[src/rtl/bus_mastership_arbiter.sv]
// ---------------------------------------------------------------------------
// bus_mastership_arbiter
//
// Takes the 68k bus away from the CPU on behalf of the bus-cycle engine,
// using the BR / BG / BGACK handshake. Grant is handed to the engine only
// once the CPU has left the bus (AS and BGACK both released), and BGACK is
// asserted one SYSCLK before GRANT so the bus is claimed before the engine
// can start a cycle.
//
// Parameters
//   BG_TIMEOUT    MCCLK_FALLING strobes to wait for BG before giving up (1..255)
//   IDLE_HOLD     MCCLK_FALLING strobes ownership is kept after REQ falls (1..255)
//
// Ports
//   SYSCLK        in   system clock (only clock)
//   nRESET        in   synchronous active-low reset
//   MCCLK_FALLING in   one-SYSCLK strobe per 7 MHz falling edge
//   REQ           in   level request from the bus-cycle engine
//   nBG_IN        in   raw 68k bus grant (asynchronous)
//   nAS_IN        in   raw 68k address strobe (asynchronous)
//   nBGACK_IN     in   raw bus grant acknowledge (asynchronous)
//   FORCE_RELEASE in   one-SYSCLK pulse: abandon / release the bus
//   CLEAR_ERR     in   one-SYSCLK pulse: clear TIMEOUT
//   BR_DRIVE      out  1 = pull nBR low
//   BGACK_DRIVE   out  1 = pull nBGACK low
//   GRANT         out  1 = engine may run bus cycles
//   TIMEOUT       out  sticky grant-timeout flag
//   STATE         out  current state (IDLE=0 .. RELEASE=5)
//
// Build option
//   BUS_HOLD_EN   when defined, ownership lingers in HOLD for IDLE_HOLD
//                 strobes after REQ falls so a quick new request skips
//                 re-arbitration; when undefined OWN goes straight to RELEASE.
// ---------------------------------------------------------------------------
module bus_mastership_arbiter #(
    parameter int unsigned BG_TIMEOUT = 255,
    parameter int unsigned IDLE_HOLD  = 16
) (
    input  logic       SYSCLK,
    input  logic       nRESET,
    input  logic       MCCLK_FALLING,
    input  logic       REQ,
    input  logic       nBG_IN,
    input  logic       nAS_IN,
    input  logic       nBGACK_IN,
    input  logic       FORCE_RELEASE,
    input  logic       CLEAR_ERR,
    output logic       BR_DRIVE,
    output logic       BGACK_DRIVE,
    output logic       GRANT,
    output logic       TIMEOUT,
    output logic [2:0] STATE
);

    typedef enum logic [2:0] {
        S_IDLE     = 3'd0,
        S_REQUEST  = 3'd1,
        S_WAIT_BUS = 3'd2,
        S_OWN      = 3'd3,
        S_HOLD     = 3'd4,
        S_RELEASE  = 3'd5
    } state_t;

    localparam logic [7:0] BG_LIMIT   = 8'(BG_TIMEOUT);
    localparam logic [7:0] HOLD_LIMIT = 8'(IDLE_HOLD);

    // 8-bit counters stick at 255 rather than wrapping back to 0.
    function automatic logic [7:0] sat_inc(input logic [7:0] v);
        return (v == 8'hFF) ? v : v + 8'd1;
    endfunction

    logic       nbg_p0, nbg_p1;
    logic       nas_p0, nas_p1;
    logic       nbgack_p0, nbgack_p1;

    state_t     state, state_next;
    logic [7:0] wait_cnt, wait_cnt_next;
    logic [7:0] hold_cnt, hold_cnt_next;
    logic       timeout_q;
    logic       set_timeout;
    logic       grant_q;

    // Stage p0/p1: two-flop synchronizers for the asynchronous 68k signals.
    // They idle high (deasserted) so reset never looks like a grant.
    always_ff @(posedge SYSCLK) begin
        if (!nRESET) begin
            nbg_p0    <= 1'b1;
            nbg_p1    <= 1'b1;
            nas_p0    <= 1'b1;
            nas_p1    <= 1'b1;
            nbgack_p0 <= 1'b1;
            nbgack_p1 <= 1'b1;
        end else begin
            nbg_p0    <= nBG_IN;
            nbg_p1    <= nbg_p0;
            nas_p0    <= nAS_IN;
            nas_p1    <= nas_p0;
            nbgack_p0 <= nBGACK_IN;
            nbgack_p1 <= nbgack_p0;
        end
    end

    // State and control registers.
    always_ff @(posedge SYSCLK) begin
        if (!nRESET) begin
            state     <= S_IDLE;
            wait_cnt  <= '0;
            hold_cnt  <= '0;
            timeout_q <= 1'b0;
            grant_q   <= 1'b0;
        end else begin
            state    <= state_next;
            wait_cnt <= wait_cnt_next;
            hold_cnt <= hold_cnt_next;
            // GRANT trails entry into OWN by one cycle so BGACK is already
            // on the bus before the engine starts driving cycles.
            grant_q  <= (state == S_OWN) && (state_next == S_OWN);
            if (set_timeout) begin
                timeout_q <= 1'b1;
            end else if (CLEAR_ERR) begin
                timeout_q <= 1'b0;
            end
        end
    end

    always_comb begin
        state_next    = state;
        wait_cnt_next = wait_cnt;
        hold_cnt_next = '0;
        set_timeout   = 1'b0;
        BR_DRIVE      = 1'b0;
        BGACK_DRIVE   = 1'b0;

        case (state)
            S_IDLE: begin
                wait_cnt_next = '0;
                if (REQ) begin
                    state_next = S_REQUEST;
                end
            end

            S_REQUEST: begin
                BR_DRIVE = 1'b1;
                if (!REQ || FORCE_RELEASE) begin
                    state_next = S_IDLE;
                end else if (MCCLK_FALLING) begin
                    wait_cnt_next = sat_inc(wait_cnt);
                    if (!nbg_p1) begin
                        state_next = S_WAIT_BUS;
                    end else if (sat_inc(wait_cnt) >= BG_LIMIT) begin
                        set_timeout = 1'b1;
                        state_next  = S_IDLE;
                    end
                end
            end

            S_WAIT_BUS: begin
                BR_DRIVE = 1'b1;
                // The wait counter is frozen here; a withdrawn BG resumes
                // counting in REQUEST from where it left off.
                if (!REQ || FORCE_RELEASE) begin
                    state_next = S_IDLE;
                end else if (nbg_p1) begin
                    state_next = S_REQUEST;
                end else if (MCCLK_FALLING && nas_p1 && nbgack_p1) begin
                    state_next = S_OWN;
                end
            end

            S_OWN: begin
                BGACK_DRIVE = 1'b1;
                // FORCE_RELEASE is ignored while REQ is high: the engine may
                // be mid-cycle. With REQ low it skips the hold period.
                if (!REQ) begin
`ifdef BUS_HOLD_EN
                    state_next = FORCE_RELEASE ? S_RELEASE : S_HOLD;
`else
                    state_next = S_RELEASE;
`endif
                end
            end

            S_HOLD: begin
                BGACK_DRIVE   = 1'b1;
                hold_cnt_next = hold_cnt;
                if (FORCE_RELEASE) begin
                    state_next = S_RELEASE;
                end else if (REQ) begin
                    state_next = S_OWN;
                end else if (MCCLK_FALLING) begin
                    hold_cnt_next = sat_inc(hold_cnt);
                    if (sat_inc(hold_cnt) >= HOLD_LIMIT) begin
                        state_next = S_RELEASE;
                    end
                end
            end

            S_RELEASE: begin
                // A new REQ is picked up from IDLE, never from here.
                if (MCCLK_FALLING) begin
                    state_next = S_IDLE;
                end
            end

            default: begin
                state_next = S_IDLE;
            end
        endcase
    end

    assign GRANT   = grant_q;
    assign TIMEOUT = timeout_q;
    assign STATE   = state;

endmodule

[config.mk]
export PLATFORM = sky130hd
export DESIGN_NAME = bus_mastership_arbiter
export DESIGN_NICKNAME = d
export VERILOG_FILES = /design/src/rtl/bus_mastership_arbiter.sv
export SDC_FILE = /design/constraint.sdc
export NUM_CORES = 1
export LEC_CHECK = 0
export ABC_AREA = 0
export BUFFER_PORTS_ARGS = -buffer_cell sky130_fd_sc_hd__buf_4
export CORE_MARGIN = 2
export CORE_UTILIZATION = 50
export DETAILED_ROUTE_END_ITERATION = 7
export PLACE_DENSITY = 0.85
export RECOVER_POWER = 25
export SLEW_MARGIN = 30
export SYNTH_ARGS = -nofsm -noshare
export SYNTH_HDL_FRONTEND = slang
export SYNTH_SLANG_ARGS = --single-unit
[constraint.sdc]
create_clock -name SYSCLK -period 1.9 [get_ports SYSCLK]
set_clock_uncertainty 0.15 [all_clocks]
set_input_delay 0.095 -clock SYSCLK [delete_from_list [all_inputs] [get_ports SYSCLK]]
set_output_delay 0.095 -clock SYSCLK [all_outputs]
set_load 0.02 [all_outputs]
==> results of run 1 <==
area by class of cell:
type	count	area, µm²
Clock buffer	3	22.5
Clock inverter	1	7.51
Fill cell	218	972
Inverter	4	15.0
Multi-Input combinational cell	134	873
Sequential cell	27	543
Tap cell	31	38.8
Timing Repair Buffer	34	262
registers in the layout, summed over array words and instances (netlist names):
signal	count
wait_cnt	8
nbg_p0	1
hold_cnt	8
nas_p1	1
TIMEOUT	1
nas_p0	1
GRANT	1
nbgack_p0	1
STATE	3
nbgack_p1	1
nbg_p1	1
Yosys cell counts (2+ instances only):
master / n
mux2i_1: 4
nor3_1: 3
nor3b_1: 3
nor2_1: 23
a22oi_1: 2
inv_1: 4
nand2_1: 12
a311oi_1: 2
nand3b_1: 2
and3_1: 3
clkbuf_1: 3
nand2b_1: 10
xor2_1: 2
o22ai_1: 2
nand3_1: 6
xnor2_1: 3
a21oi_1: 12
buf_2: 5
nand4_1: 4
o21ai_0: 9
o21ai_1: 2
ha_1: 2
a31oi_1: 4
dfxtp_1: 27
nor2b_1: 2
worst max-delay path, cell delays in order, from the launching register on:
cell and delay, ns:
dfxtp_1 0.37, ha_4 0.27, nand4b_1 0.14, nor3b_2 0.23
a21oi_1 0.06, or3_4 0.39, a32o_1 0.20
stage by stage:
| step | TNS, ns | cell area [µm²] |
|---|---|---|
| after floorplan | 0 | 1430 |
| after global placement | 0 | 1610 |
| after detailed placement | -0.0306 | 1610 |
| after CTS | 0 | 1750 |
| after global routing | -0.0804 | 1760 |
| final | -0.0153 | 1760 |
layer usage:
layer,share of wire,vias to the layer above
li1,-,694
met1,0.41,658
met2,0.49,79
met3,0.066,16
met4,0.030,0
met5,0,-
cells in the final DEF (no fill, tap or decap), types with 4 or more instances in the layout:
master,netlist,routed
dfxtp_1,27,25
nor2_1,23,23
buf_4,0,19
a21oi_1,12,12
nand2_1,12,12
nand2b_1,10,10
dlygate4sd3_1,0,10
o21ai_0,9,9
nand3_1,6,6
clkbuf_1,3,5
mux2i_1,4,4
inv_1,4,4
nand4_1,4,4
a31oi_1,4,4
repair_timing:
item                                    CTS  global route
hold endpoints to repair                 18             0
hold buffers                             10             0
pin swaps                                 3             4
gates resized for setup                   3             5
endpoints found under the setup margin    1             1
kinds of logic (layout without fill, tap and decap cells):
family / Yosys count / after routing / share of synthesized area
buffers and inverters: 12 / 42 / 0.0359
adders and majority gates: 2 / 2 / 0.0175
DFF: 27 / 27 / 0.378
muxes: 4 / 4 / 0.0280
xor gates and xnor gates: 5 / 5 / 0.0306
and+or+nand+nor: 77 / 77 / 0.295
AOI/OAI and AO/OA: 46 / 46 / 0.215
report_power, final:
group / switching, mW / internal, mW / total [mW]
clock: 0.181 / 0.0806 / 0.261
sequential: 0.00810 / 0.574 / 0.582
combinational: 0.0563 / 0.0523 / 0.109
worst max-delay path by stage:
| stage | startpoint | slack (ns) | end | cells past startpoint |
|---|---|---|---|---|
| floorplan | hold_cnt[0]$_SDFFE_PN0P_ | 0.004 | STATE[0]$_SDFF_PN0_ | 6 |
| global placement | hold_cnt[0]$_SDFFE_PN0P_ | 0.006 | STATE[0]$_SDFF_PN0_ | 6 |
| detailed placement | hold_cnt[0]$_SDFFE_PN0P_ | -0.03 | STATE[0]$_SDFF_PN0_ | 6 |
| CTS | wait_cnt[0]$_SDFFE_PN0P_ | 0.003 | STATE[0]$_SDFF_PN0_ | 6 |
| global route | wait_cnt[0]$_SDFFE_PN0P_ | -0.07 | STATE[0]$_SDFF_PN0_ | 6 |
| finish | wait_cnt[0]$_SDFFE_PN0P_ | -0.02 | STATE[0]$_SDFF_PN0_ | 6 |
==> results.json, run 1 <==
{
  "cts_sinks": 27,
  "mappedNetlistArea_um2": 1430,
  "required_ns": 1.99,
  "fmax_mhz": 522,
  "synth_cells": 173,
  "num_rows": 19,
  "initial_utilization": 0.523,
  "via_per_inst": 6.18,
  "grt_pass1_wl_mm": 5.78,
  "cp_max_fo": 2,
  "first_pass_iters": 5,
  "hold_depth": 4,
  "synth_seq_cells": 27,
  "grt_util_all_layers": 0.225,
  "dieArea_um2": 3300,
  "whs_ns": 0.0382,
  "io_buffers": 15,
  "violations": "negative setup slack",
  "reg2reg_to": "STATE[0]$_SDFF_PN0_",
  "diodes": 0,
  "area_growth_pct": 23.2,
  "max_slew_margin": 0.702,
  "endpoint_kind": "flip-flop",
  "slew_viol_final": 0,
  "cts_buffers": 3,
  "final_util": 0.644,
  "finalSetupViolations": 1,
  "p_per_area_nw_per_um2": 541,
  "ant_nets": 0,
  "clkLatencyLatePin_ns": 0.34,
  "dp_cells": 220,
  "drt_wl_total_mm": 3.49,
  "grt_use_met3": 0.0476,
  "yosys.area.top_type": "dfxtp_1",
  "met2_usage": 0.380,
  "hold_path_end": "hold_cnt[6]$_SDFFE_PN0P_",
  "maxCapViolations": 0,
  "fin_crit_sh": 1.01,
  "crit_type": "reg2reg",
  "synth_edf_count": 0,
  "wl_per_cell_um": 14.9,
  "dpl_worst_slack_ns": -0.0306,
  "worstMarginPinSlew_ns": 0.435,
  "dp.final_hpwl_mm": 2.37,
  "grt_pass1_vias": 1346,
  "nNetsFinal": 215,
  "worst_slack_ns": -0.0153,
  "start_kind": "flip-flop",
  "num_vias": 1447,
  "place_congestion": 1.00,
  "rsz0062_at_grt": "yes",
  "r2r_start": "wait_cnt[0]$_SDFFE_PN0P_",
  "crit_arrival_ns": 2.00,
  "ir_drop_mv": 0.363,
  "yosys_warnings": 0,
  "cts_buffer_depth": 2,
  "root_buffer": "clkbuf_4",
  "outcome": "finished, violations left",
  "drt_iter0_drc": 107,
  "reg2reg_slack_ns": -0.02,
  "ff2ff_path_depth": 6,
  "final_cells": 234,
  "hp-class": "in2reg",
  "cts_setup_buffers": 0,
  "clk_pin_slew_ns": 0.16,
  "min_period_ns": 1.92,
  "layout-drive-gt1-share": 0.172,
  "ys_async_sr_fraction": 0,
  "hold_violations": 0,
  "synth_fp_nets": 184,
  "die_w_um": 57.5,
  "p_leak_nw": 0.606,
  "drc": 0,
  "die_y_um": 57.5,
  "antenna_found_initial": 0,
  "ios": 16,
  "total_power_mw": 0.952,
  "grt-busiest-layer": "met2",
  "clock_tree.htree_level_count": 1,
  "grt_overflow": 0,
  "synth_top_area_share": 0.378,
  "min_from": "FORCE_RELEASE",
  "grt_max_degree": 21,
  "ys_types": 47,
  "synth_area_leaders": "dfxtp_1 (38%), nor2_1 (6.0%), nand2b_1 (4.4%)",
  "cts_tree": "yes",
  "gr-usage-met1": 0.262,
  "synth-seq-area-share": 0.378,
  "ys.flop_type": "dfxtp_1",
  "syn_area_per_cell_um2": 8.27,
  "core_region_area_um2": 2730
}
Power figures use the tool's default switching activity.
==> run 2, diff against run 1 <==
--- a/config.mk
+++ b/config.mk
@@ -6,7 +6,7 @@
 export NUM_CORES = 1
 export LEC_CHECK = 0
 export ABC_AREA = 0
-export BUFFER_PORTS_ARGS = -buffer_cell sky130_fd_sc_hd__buf_4
+export BUFFER_PORTS_ARGS = -buffer_cell sky130_fd_sc_hd__buf_2
 export CORE_MARGIN = 2
 export CORE_UTILIZATION = 50
 export DETAILED_ROUTE_END_ITERATION = 7
==> results.json, run 2 (synthesis results as in run 1) <==
{
  "worst_slack_ns": 0.0588,
  "grt_pass1_vias": 1354,
  "cts_tree": "yes",
  "via_per_inst": 6.21,
  "crit_arrival_ns": 1.93,
  "placed_cell_area_um2": 1570,
  "min_from": "FORCE_RELEASE",
  "p_per_area_nw_per_um2": 535,
  "num_rows": 19,
  "grt_util_all_layers": 0.214,
  "crit_type": "reg2reg",
  "grt_overflow": 0,
  "cts_buffer_depth": 2,
  "start_kind": "flip-flop",
  "grt_pass1_wl_mm": 5.71,
  "wl_per_cell_um": 14.6,
  "filler_cell_count": 224,
  "total_power_mw": 0.932,
  "drt_iter0_drc": 127,
  "cts_sinks": 27,
  "design_area_um2": 1740,
  "num_vias": 1453,
  "root_buffer": "clkbuf_4",
  "ir_drop_mv": 0.382,
  "clkLatencyLatePin_ns": 0.32,
  "layout-drive-gt1-share": 0.207,
  "endpoint_kind": "flip-flop",
  "core_region_area_um2": 2730,
  "hold_violations": 0,
  "max_slew_margin": 0.755,
  "dpl_worst_slack_ns": -0.0404,
  "first_pass_iters": 4,
  "reg2reg_slack_ns": 0.06,
  "hp-class": "in2reg",
  "outcome": "complete, no violations",
  "multi_input_area_um2": 880,
  "io_buffers": 15,
  "cts_buffers": 3,
  "grt_max_degree": 21,
  "worstMarginPinSlew_ns": 0.358,
  "p_leak_nw": 0.612,
  "layout_commonest_cell": "dfxtp_1",
  "reg2reg_to": "STATE[0]$_SDFF_PN0_",
  "nNetsFinal": 215,
  "min_period_ns": 1.84,
  "maxCapViolations": 0,
  "ios": 16,
  "antenna_found_initial": 0,
  "drc": 0,
  "hold_depth": 4,
  "seq_area_um2": 547,
  "fin_crit_sh": 0.969,
  "clk_pin_slew_ns": 0.15,
  "diodes": 0,
  "slew_viol_final": 0,
  "initial_utilization": 0.523,
  "layout_common_cells": "dfxtp_1 (22), nor2_1 (21), a21oi_1 (12), nand2_1 (12), buf_2 (12)",
  "dp.final_hpwl_mm": 2.26,
  "fmax_mhz": 543,
  "finalSetupViolations": 0,
  "final_cells": 234,
  "cp_max_fo": 2,
  "die_w_um": 57.5,
  "ant_nets": 0,
  "ff2ff_path_depth": 6,
  "hold_path_end": "STATE[0]$_SDFF_PN0_",
  "required_ns": 1.98,
  "place_congestion": 0.975,
  "r2r_start": "wait_cnt[1]$_SDFFE_PN0P_",
  "die_y_um": 57.5,
  "clock_tree.htree_level_count": 1,
  "dieArea_um2": 3300,
  "drt_wl_total_mm": 3.41,
  "area_growth_pct": 21.9,
  "dp_cells": 219
}
## run 2: changes by cell type in the layout (fill, tap and decap cells not counted), sizes merged
cell	previous run	this run
buf	19	22
clkbuf	8	7
clkinvlp	1	0
dlygate4sd3	10	9
## run 2: repair_timing
| action | 4_1_cts | 5_1_grt |
|---|---|---|
| gates resized for setup | 3 | 9 |
| pin swaps | 4 | 3 |
| setup endpoints to repair | 1 | 5 |
| hold endpoints to repair | 10 | 0 |
| setup buffers | 0 | 2 |
| hold buffers | 9 | 0 |
## run 2: per-layer routing
metal,global-route usage,wire [µm],vias up,part of all wire
li1,-,-,695,-
met1,0.263,1500,687,0.44
met2,0.362,1600,59,0.47
met3,0.0363,225,12,0.066
met4,0.0997,85,0,0.025
met5,0,0,-,0
## run 2: worst max-delay path by stage
stage | start | to | slack [ns] | cells past startpoint
after floorplan | hold_cnt[0]$_SDFFE_PN0P_ | STATE[0]$_SDFF_PN0_ | 0.004 | 6
after global placement | hold_cnt[0]$_SDFFE_PN0P_ | STATE[0]$_SDFF_PN0_ | 0.02 | 6
after detailed placement | hold_cnt[0]$_SDFFE_PN0P_ | STATE[0]$_SDFF_PN0_ | -0.04 | 6
after CTS | wait_cnt[1]$_SDFFE_PN0P_ | STATE[0]$_SDFF_PN0_ | 0.01 | 6
after global routing | wait_cnt[1]$_SDFFE_PN0P_ | STATE[0]$_SDFF_PN0_ | -0.01 | 6
final | wait_cnt[1]$_SDFFE_PN0P_ | STATE[0]$_SDFF_PN0_ | 0.06 | 6
## run 2: layout make-up
cell class,count,area share
tap,31,0.0223
sequential,27,0.314
clock buffer,4,0.0151
multi-input combinational,134,0.505
timing repair buffer,34,0.136
inverter,4,0.00861
## run 2: where the power goes
group | leakage, nW | internal [mW] | switching (mW)
registers | 0.222 | 0.574 | 0.00688
logic | 0.376 | 0.0470 | 0.0550
clock network | 0.0150 | 0.0821 | 0.168
## run 2: through the flow
stage               hold WS (ns)  TNS, ns  utilization
finish                     0.105        0        0.638
global route               0.109  -0.0146        0.638
CTS                        0.106        0        0.619
detailed placement         0.129  -0.0404        0.573
global placement           0.128        0        0.573
floorplan                 0.0465        0            -
## run 2: worst max-delay path: stages (launching register included)
cell and delay [ns]:
dfxtp_2 0.37, ha_4 0.27, nand4b_1 0.15, nor3b_2 0.22, a21oi_1 0.05, or3_1 0.34, a32o_1 0.22
==> run 3, diff against run 2 <==
==> constraint.sdc (replaced) <==
create_clock -name SYSCLK -period 1.9 [get_ports SYSCLK]
set_clock_uncertainty 0.15 [all_clocks]
set_input_delay 0.285 -clock SYSCLK [delete_from_list [all_inputs] [get_ports SYSCLK]]
set_output_delay 0.285 -clock SYSCLK [all_outputs]
set_load 0.02 [all_outputs]
==> results.json, run 3 (synthesis results as in run 1) <==
{
  "outcome": "complete, no violations",
  "filler_cell_count": 237,
  "dieArea_um2": 3300,
  "critPathMaxStageDelay_ns": 0.39,
  "antenna_found_initial": 0,
  "ios": 16,
  "hp-class": "in2reg",
  "cts_tree": "yes",
  "start_kind": "flip-flop",
  "cts_buffer_depth": 2,
  "nNetsFinal": 209,
  "min_period_ns": 1.86,
  "final_cells": 228,
  "cp_top_family": "simple AND/OR/NAND/NOR gates",
  "grt_pass1_vias": 1276,
  "grt_overflow": 0,
  "drt_iter0_drc": 135,
  "drc": 0,
  "cts_sinks": 27,
  "area_growth_pct": 16.9,
  "layout_common_cells": "dfxtp_1 (23), nor2_1 (22), buf_2 (14)",
  "dpl_worst_slack_ns": -0.0158,
  "dp_cells": 220,
  "first_pass_iters": 4,
  "whs_ns": 0.0859,
  "worst_slack_ns": 0.0366,
  "grt_max_degree": 21,
  "crit_arrival_ns": 1.94,
  "p_per_area_nw_per_um2": 554,
  "via_per_inst": 6.23,
  "hold_violations": 0,
  "wl_per_cell_um": 13.9,
  "worstMarginPinSlew_ns": 0.405,
  "slowest_stage": "or3_1",
  "dp.final_hpwl_mm": 2.33,
  "diodes": 0,
  "cp_max_fo": 2,
  "initial_utilization": 0.523,
  "worstPathCellList": "ha_1, nand4b_1, nor3b_2, a21oi_1, or3_1, a32o_1",
  "maxCapViolations": 0,
  "max_slew_margin": 0.726,
  "finalSetupViolations": 0,
  "io_buffers": 15,
  "clkLatencyLatePin_ns": 0.32,
  "die_w_um": 57.5,
  "fin_crit_sh": 0.981,
  "core_region_area_um2": 2730,
  "fmax_mhz": 537,
  "required_ns": 1.98,
  "p_leak_nw": 0.611,
  "ant_nets": 0,
  "num_vias": 1421,
  "clk_pin_slew_ns": 0.15,
  "layout-drive-gt1-share": 0.208,
  "cp_num_buf_inv": 0,
  "crit_type": "reg2reg",
  "place_congestion": 0.970,
  "endpoint_kind": "flip-flop",
  "num_rows": 19,
  "cts_buffers": 3,
  "rsz0062_at_grt": "yes",
  "die_y_um": 57.5,
  "clock_tree.htree_level_count": 1,
  "ir_drop_mv": 0.369,
  "root_buffer": "clkbuf_4",
  "slew_viol_final": 0,
  "drt_wl_total_mm": 3.16,
  "layout_commonest_cell": "dfxtp_1",
  "grt_pass1_wl_mm": 5.43,
  "grt_util_all_layers": 0.208
}
## run 3: cell type report
class | count | area [µm²] | area share
Clock buffer | 3 | 22.5 | 0.0135
Clock inverter | 1 | 5.00 | 0.00299
Inverter | 4 | 15.0 | 0.00898
Multi-Input combinational cell | 134 | 866 | 0.518
Sequential cell | 27 | 546 | 0.326
Tap cell | 31 | 38.8 | 0.0232
Timing Repair Buffer | 28 | 179 | 0.107
## run 3: final timing paths
kind | endpoint | slack (ns) | cells past startpoint | from
min | TIMEOUT$_SDFFE_PN0P_ | 0.09 | 3 | CLEAR_ERR
max reg2reg | STATE[0]$_SDFF_PN0_ | 0.04 | 6 | wait_cnt[0]$_SDFFE_PN0P_
max | STATE[0]$_SDFF_PN0_ | 0.04 | 6 | wait_cnt[0]$_SDFFE_PN0P_
min reg2reg | nbgack_p1$_SDFF_PN1_ | 0.28 | 1 | nbgack_p0$_SDFF_PN1_
## run 3: power by group
part / switching [mW] / internal [mW]
registers: 0.00765 / 0.574
logic: 0.0530 / 0.0414
clock network: 0.170 / 0.0789
## run 3: repair_timing
action	CTS	global route
pin swaps	2	5
hold buffers	3	0
resized for setup	2	7
endpoints found under the hold margin	3	0
setup endpoints to repair	1	4
buffers inserted	0	1
## run 3: tightest hold or removal path: cells and delay by family
family / cells / cell delay (ns)
buffers and inverters: 1 / 0.07
AO/OA/AOI/OAI: 1 / 0.07
AND/OR/NAND/NOR: 1 / 0.11
## run 3: per-stage QoR
stage | setup TNS, ns | total power, mW | instance area [µm²] | utilization
final | 0 | 0.926 | 1670 | 0.611
after global routing | -0.0647 | 0.971 | 1670 | 0.611
after global placement | 0 | 0.677 | 1580 | 0.576
after CTS | 0 | 0.927 | 1640 | 0.600
after floorplan | 0 | 0.653 | 1430 | -
after detailed placement | -0.0158 | 0.681 | 1580 | 0.576
## run 3: per-layer routing
layer	track usage	up-vias	wire (µm)
met5	0	-	0
met4	0.0963	0	79
met3	0.0363	15	219
met2	0.333	79	1520
met1	0.272	645	1340
li1	-	682	-
